## src/rtl/uart_frame_pkg.sv

```systemverilog
// rtl/uart_frame_pkg.sv - shared constants and frame state encoding for the UART command framer
package uart_frame_pkg;

    localparam logic [7:0] SYNC_BYTE = 8'hA5;

    typedef enum logic [1:0] {
        IDLE    = 2'd0,
        OPCODE  = 2'd1,
        PAYLOAD = 2'd2,
        CHECK   = 2'd3
    } frame_state_t;

endpackage

```

## src/rtl/uart_frame_timeout.sv

```systemverilog
// rtl/uart_frame_timeout.sv - inter-byte watchdog; expires after TIMEOUT_CLKS enabled cycles without a kick
module uart_frame_timeout #(
    parameter int TIMEOUT_CLKS = 86800
) (
    input  logic clk,
    input  logic rst,
    input  logic kick,
    input  logic enable,
    output logic expired
);

    localparam int CNT_W = (TIMEOUT_CLKS > 1) ? $clog2(TIMEOUT_CLKS) : 1;
    localparam logic [CNT_W-1:0] LAST_COUNT = CNT_W'(TIMEOUT_CLKS - 1);

    logic [CNT_W-1:0] r_count;

    // A kick in the final cycle wins over expiry, so the byte is never lost.
    assign expired = enable && !kick && (r_count == LAST_COUNT);

    // Count idle enabled cycles; any byte, disable or expiry restarts from zero.
    always_ff @(posedge clk) begin
        if (rst || kick || !enable || expired) begin
            r_count <= '0;
        end else begin
            r_count <= r_count + CNT_W'(1);
        end
    end

endmodule

```

## src/rtl/uart_frame_decoder.sv

```systemverilog
// rtl/uart_frame_decoder.sv - framer for SYNC/opcode/payload/XOR-checksum commands; UART_FRAME_TIMEOUT_EN adds inter-byte timeout
module uart_frame_decoder
    import uart_frame_pkg::*;
#(
    parameter int PAYLOAD_BYTES = 16,
    parameter int TIMEOUT_CLKS  = 86800
) (
    input  logic                       clk,
    input  logic                       rst,
    input  logic                       byte_valid,
    input  logic [7:0]                 byte_data,
    output logic                       cmd_valid,
    output logic [7:0]                 cmd_op,
    output logic [8*PAYLOAD_BYTES-1:0] cmd_payload,
    output logic                       err_checksum,
    output logic                       err_timeout,
    output logic                       busy
);

    localparam int PW    = 8 * PAYLOAD_BYTES;
    localparam int IDX_W = $clog2(PAYLOAD_BYTES + 1);
    localparam logic [IDX_W-1:0] LAST_IDX = IDX_W'(PAYLOAD_BYTES - 1);

    frame_state_t      r_state;
    frame_state_t      w_state_next;
    logic [IDX_W-1:0]  r_idx;
    logic [7:0]        r_xor;
    logic [7:0]        r_op_sh;
    logic [PW-1:0]     r_pay_sh;
    logic [7:0]        r_cmd_op;
    logic [PW-1:0]     r_cmd_payload;
    logic              r_cmd_valid;
    logic              r_err_checksum;
    logic              r_busy;
    logic              w_expired;
    logic [PW-1:0]     w_byte_ext;

    assign w_byte_ext = PW'(byte_data);

`ifdef UART_FRAME_TIMEOUT_EN
    logic r_err_timeout;

    uart_frame_timeout #(
        .TIMEOUT_CLKS(TIMEOUT_CLKS)
    ) u_timeout (
        .clk    (clk),
        .rst    (rst),
        .kick   (byte_valid),
        .enable (r_state != IDLE),
        .expired(w_expired)
    );

    // Expiry only happens without a byte, so this never overlaps the other pulses.
    always_ff @(posedge clk) begin
        if (rst) begin
            r_err_timeout <= 1'b0;
        end else begin
            r_err_timeout <= w_expired;
        end
    end

    assign err_timeout = r_err_timeout;
`else
    assign w_expired   = 1'b0;
    assign err_timeout = 1'b0;
`endif

    // Next state: bytes advance the frame, a watchdog expiry abandons it.
    always_comb begin
        w_state_next = r_state;
        if (byte_valid) begin
            case (r_state)
                IDLE:    if (byte_data == SYNC_BYTE) w_state_next = OPCODE;
                OPCODE:  w_state_next = PAYLOAD;
                PAYLOAD: if (r_idx == LAST_IDX) w_state_next = CHECK;
                CHECK:   w_state_next = IDLE;
                default: w_state_next = IDLE;
            endcase
        end else if (w_expired) begin
            w_state_next = IDLE;
        end
    end

    // Frame assembly into shadow registers; outputs move only on a checksum match.
    always_ff @(posedge clk) begin
        if (rst) begin
            r_state        <= IDLE;
            r_busy         <= 1'b0;
            r_idx          <= '0;
            r_xor          <= '0;
            r_op_sh        <= '0;
            r_pay_sh       <= '0;
            r_cmd_op       <= '0;
            r_cmd_payload  <= '0;
            r_cmd_valid    <= 1'b0;
            r_err_checksum <= 1'b0;
        end else begin
            r_state        <= w_state_next;
            r_busy         <= (w_state_next != IDLE);
            r_cmd_valid    <= 1'b0;
            r_err_checksum <= 1'b0;
            if (byte_valid) begin
                case (r_state)
                    OPCODE: begin
                        r_op_sh <= byte_data;
                        r_xor   <= byte_data;
                        r_idx   <= '0;
                    end
                    PAYLOAD: begin
                        r_pay_sh <= (r_pay_sh << 8) | w_byte_ext;
                        r_xor    <= r_xor ^ byte_data;
                        r_idx    <= r_idx + IDX_W'(1);
                    end
                    CHECK: begin
                        if (byte_data == r_xor) begin
                            r_cmd_op      <= r_op_sh;
                            r_cmd_payload <= r_pay_sh;
                            r_cmd_valid   <= 1'b1;
                        end else begin
                            r_err_checksum <= 1'b1;
                        end
                    end
                    default: ;
                endcase
            end
        end
    end

    assign cmd_valid    = r_cmd_valid;
    assign cmd_op       = r_cmd_op;
    assign cmd_payload  = r_cmd_payload;
    assign err_checksum = r_err_checksum;
    assign busy         = r_busy;

endmodule

```

## config.mk

```make
export PLATFORM = sky130hd
export DESIGN_NAME = uart_frame_decoder
export DESIGN_NICKNAME = d
export VERILOG_FILES = /design/src/rtl/uart_frame_pkg.sv /design/src/rtl/uart_frame_timeout.sv /design/src/rtl/uart_frame_decoder.sv
export SDC_FILE = /design/constraint.sdc
export NUM_CORES = 1
export LEC_CHECK = 0
export CORE_ASPECT_RATIO = 1.4
export CORE_MARGIN = 5
export CORE_UTILIZATION = 35
export DETAILED_ROUTE_END_ITERATION = 10
export PLACE_DENSITY = 0.51
export SLEW_MARGIN = 0
export SYNTH_ARGS = -nofsm -noshare
export SYNTH_HDL_FRONTEND = slang
export SYNTH_SLANG_ARGS = --single-unit
```

## constraint.sdc

```tcl
create_clock -name clk -period 2.1 [get_ports clk]
set_input_delay 0.42 -clock clk [delete_from_list [all_inputs] [get_ports clk]]
set_output_delay 0.42 -clock clk [all_outputs]
set_load 0.03 [all_outputs]
```

==> run summary, run 1 <==
Register area share after synthesis - 49.10%
Num ports - 151
Die W - 165.3 µm
RSZ-0062 raised after global routing - false
P_leak - 0.004719 µW
Post-route setup slack - 0.06655 ns
Placed inst area - 13,850 µm²
Fillers - 3,354
Initial antenna violation count - 0
Fin. max-slew vios - 0
Largest net degree at the start of global routing - 70
Final Setup Violations - 0
Tcrit/Tclk final - 96.83%
Gr ovfl total - 0
Worst slack at placement - -0.2068 ns
Port Buffer Count - 149
Syn Area/Cell - 9.054 µm²
Syn-to-layout area delta - 24.88%
Minimum clock period - 2.033 ns
Synthesized area - 11,830 µm²
Clock buffer depth - 3
Avg WL per Cell - 15.03 µm
CP cell instances - clkdlybuf4s50_1
TNS Setup - 0 ns
H-tree Lvls - 1
Detailed Place HPWL - 19,510 µm
CP Class - reg2out
Worst-path maximum fanout - 2
Post-route DRC - 0
Max Clk Rate - 491.8 MHz
Setup bufs post-CTS - 0
Hold Crit Start - rst
# clock sinks - 290
CTS buffer count - 29
CP startpoint kind - flip-flop
Total track usage - 15.06%
Worst Skew - 0.01485 ns
Worst R2R Setup Slack - 0.31 ns
Syn Inst Count - 1,306
Row cnt - 79
Final count of hold timing violations - 0
Ant diodes - 0
Layout cell share with drive strength beyond 1 - 6.598%
Crit path from - cmd_payload[11]
CTS Root Buffer Type - clkbuf_16
Unique masters post-synth - 32
Status - completed
Syn_nets - 1,323
Critical Path Sink Type - output port
Synth Warn # - 0
Vias in the first global route - 8,602
MaxCap Viol Count - 0
Reg2reg start - r_state[0]
Max stage delay on crit path - 0.70 ns
CP delay by family, top - buffers and inverters
CP max-delay cell - clkdlybuf4s50_1
Total wire length - 28,570 µm
FF-to-FF path depth - 6
GPL Wtd Cong - 0.7546
Fin area - 14,770 µm²
DIE AREA - 37,610 µm²
Area of the multi-input gates - 5421 µm²
Initial DRC Count - 491
Critical path buffer and inverter count - 1
Most common cell after layout, fill and taps aside - dfxtp_1
Final nets - 1,452
Reg-to-reg critical path endpoint - cmd_payload[46]
Vias per inst - 4.544
Post-DRT Antenna Nets - 0
Seq. cell area - 5806 µm²
Worst vdd ir - 0.0005491 V
Hold Path Class - in2reg
Initial core utilization - 35.50%
Most frequent cells in the layout - dfxtp_1, nand2_1, nand2b_1, a21oi_1, mux2i_1
Critical Path AT - 1.61 ns
Critical path required time - 1.68 ns
Later-pin clock latency in the skew report - 0.55 ns
Drt first pass iters - 4
Core area - 33,310 µm²
#FFs+latches synth - 290
CTS tree - yes
Die Y - 227.5 µm
WHS Path Cells - 2
Hold Path End - r_pay_sh[8]
First-pass GRT wire length - 46,000 µm
PwrDens - 735.9 nW/µm²
Cts hold-fix bufs - 0
Reg clk slew, reported paths - 0.06 ns
Via count - 8,634
## registers in the layout, indices dropped and copies added, names as in the netlist
| register | flops |
|---|---|
| err_checksum | 1 |
| r_pay_sh | 128 |
| cmd_payload | 128 |
| r_state | 2 |
| cmd_op | 8 |
| r_idx | 5 |
| r_op_sh | 8 |
| busy | 1 |
| cmd_valid | 1 |
| r_xor | 8 |
## worst max path at each step
stage                     depth (start not counted)                to  slack (ns)
after global placement                            7   cmd_payload[62]       -0.18
after global routing                              1   cmd_payload[89]       0.007
after detailed placement                          7   cmd_payload[46]       -0.21
after CTS                                         1   cmd_payload[88]       0.003
after floorplan                                   6  cmd_payload[100]        0.48
final                                             1   cmd_payload[11]        0.07
## Yosys cell counts
library cell,instances,area (µm²)
a21o_1,2,15.01
a21oi_1,150,750.7
and2_1,1,6.260
and3_1,1,6.260
buf_1,5,18.77
buf_12,10,200.2
buf_2,2,10.01
buf_4,1,7.510
buf_6,1,11.26
buf_8,4,60.06
clkbuf_1,75,281.5
conb_1,1,3.750
dfxtp_1,290,5806
ha_1,6,75.07
inv_1,5,18.77
mux2i_1,144,1441
nand2_1,280,1051
nand2b_1,272,1702
nand3_1,10,50.05
nand4_1,2,12.51
nor2_1,4,15.01
nor2b_1,11,68.82
nor3_1,4,20.02
nor3b_1,1,7.510
nor4_4,1,21.27
o21ai_0,9,45.04
o21ai_1,1,5.000
o22ai_1,1,6.260
o31ai_1,1,7.510
or3b_2,1,8.760
or4bb_1,2,22.52
xnor2_1,8,70.07
## power by group
part	total, µW	internal [µW]	switching [µW]
clock network	5050	2900	2160
registers	5510	5500	4.08
logic	304	147	158
## per-layer routing
| layer | wire length [µm] | global-route usage [%] |
|---|---|---|
| met5 | 0 | 0 |
| met4 | 591 | 3.967 |
| met3 | 1082 | 2.463 |
| met2 | 14840 | 27.54 |
| met1 | 12060 | 18.25 |
## final cells by class
class | count | share of cell area, %
clock buffer | 43 | 5.745
clock inverter | 8 | 0.4575
inverter | 5 | 0.1271
multi-input combinational | 913 | 36.71
sequential | 290 | 39.32
tap | 445 | 3.771
timing repair buffer | 196 | 13.87
## cell families after synthesis
group | synth area share, %
and+or+nand+nor | 25.30
DFF | 49.10
AOI/OAI and AO/OA | 7.015
muxes | 12.19
buffers and inverters | 5.142
xor gates and xnor gates | 0.5926
adders and majority gates | 0.6348
other | 0.03171
## what timing repair did
item,4_1_cts,5_1_grt
setup endpoints to repair,9,4
resized for setup,9,4
pin swaps,0,0
## per-stage QoR
step                hold slack, ns  util [%]  power (µW)  cells
global placement            0.4439     41.58        5940   1849
finish                      0.2740     44.33       10870   1900
global route                0.2671     44.33       11290   1900
detailed placement          0.4493     41.58        5940   1849
CTS                         0.2433     44.30       11050   1900
floorplan                   0.4368         -        5830   1306
## worst register-to-register path: stages, from the launching register on
cell	delay, ns
dfxtp_1	0.40
ha_1	0.17
nand2_1	0.11
nor4_4	0.35
buf_4	0.24
buf_12	0.22
mux2i_1	0.23
Note: power is estimated with default switching activity, not from simulation.
==> run 2: changes to the inputs <==
- CAP_MARGIN: unset -> 30
- CTS_CLUSTER_SIZE: unset -> 30
==> results of run 2 <==
No change in the layout: final DEF, timing and power equal those of run 1.
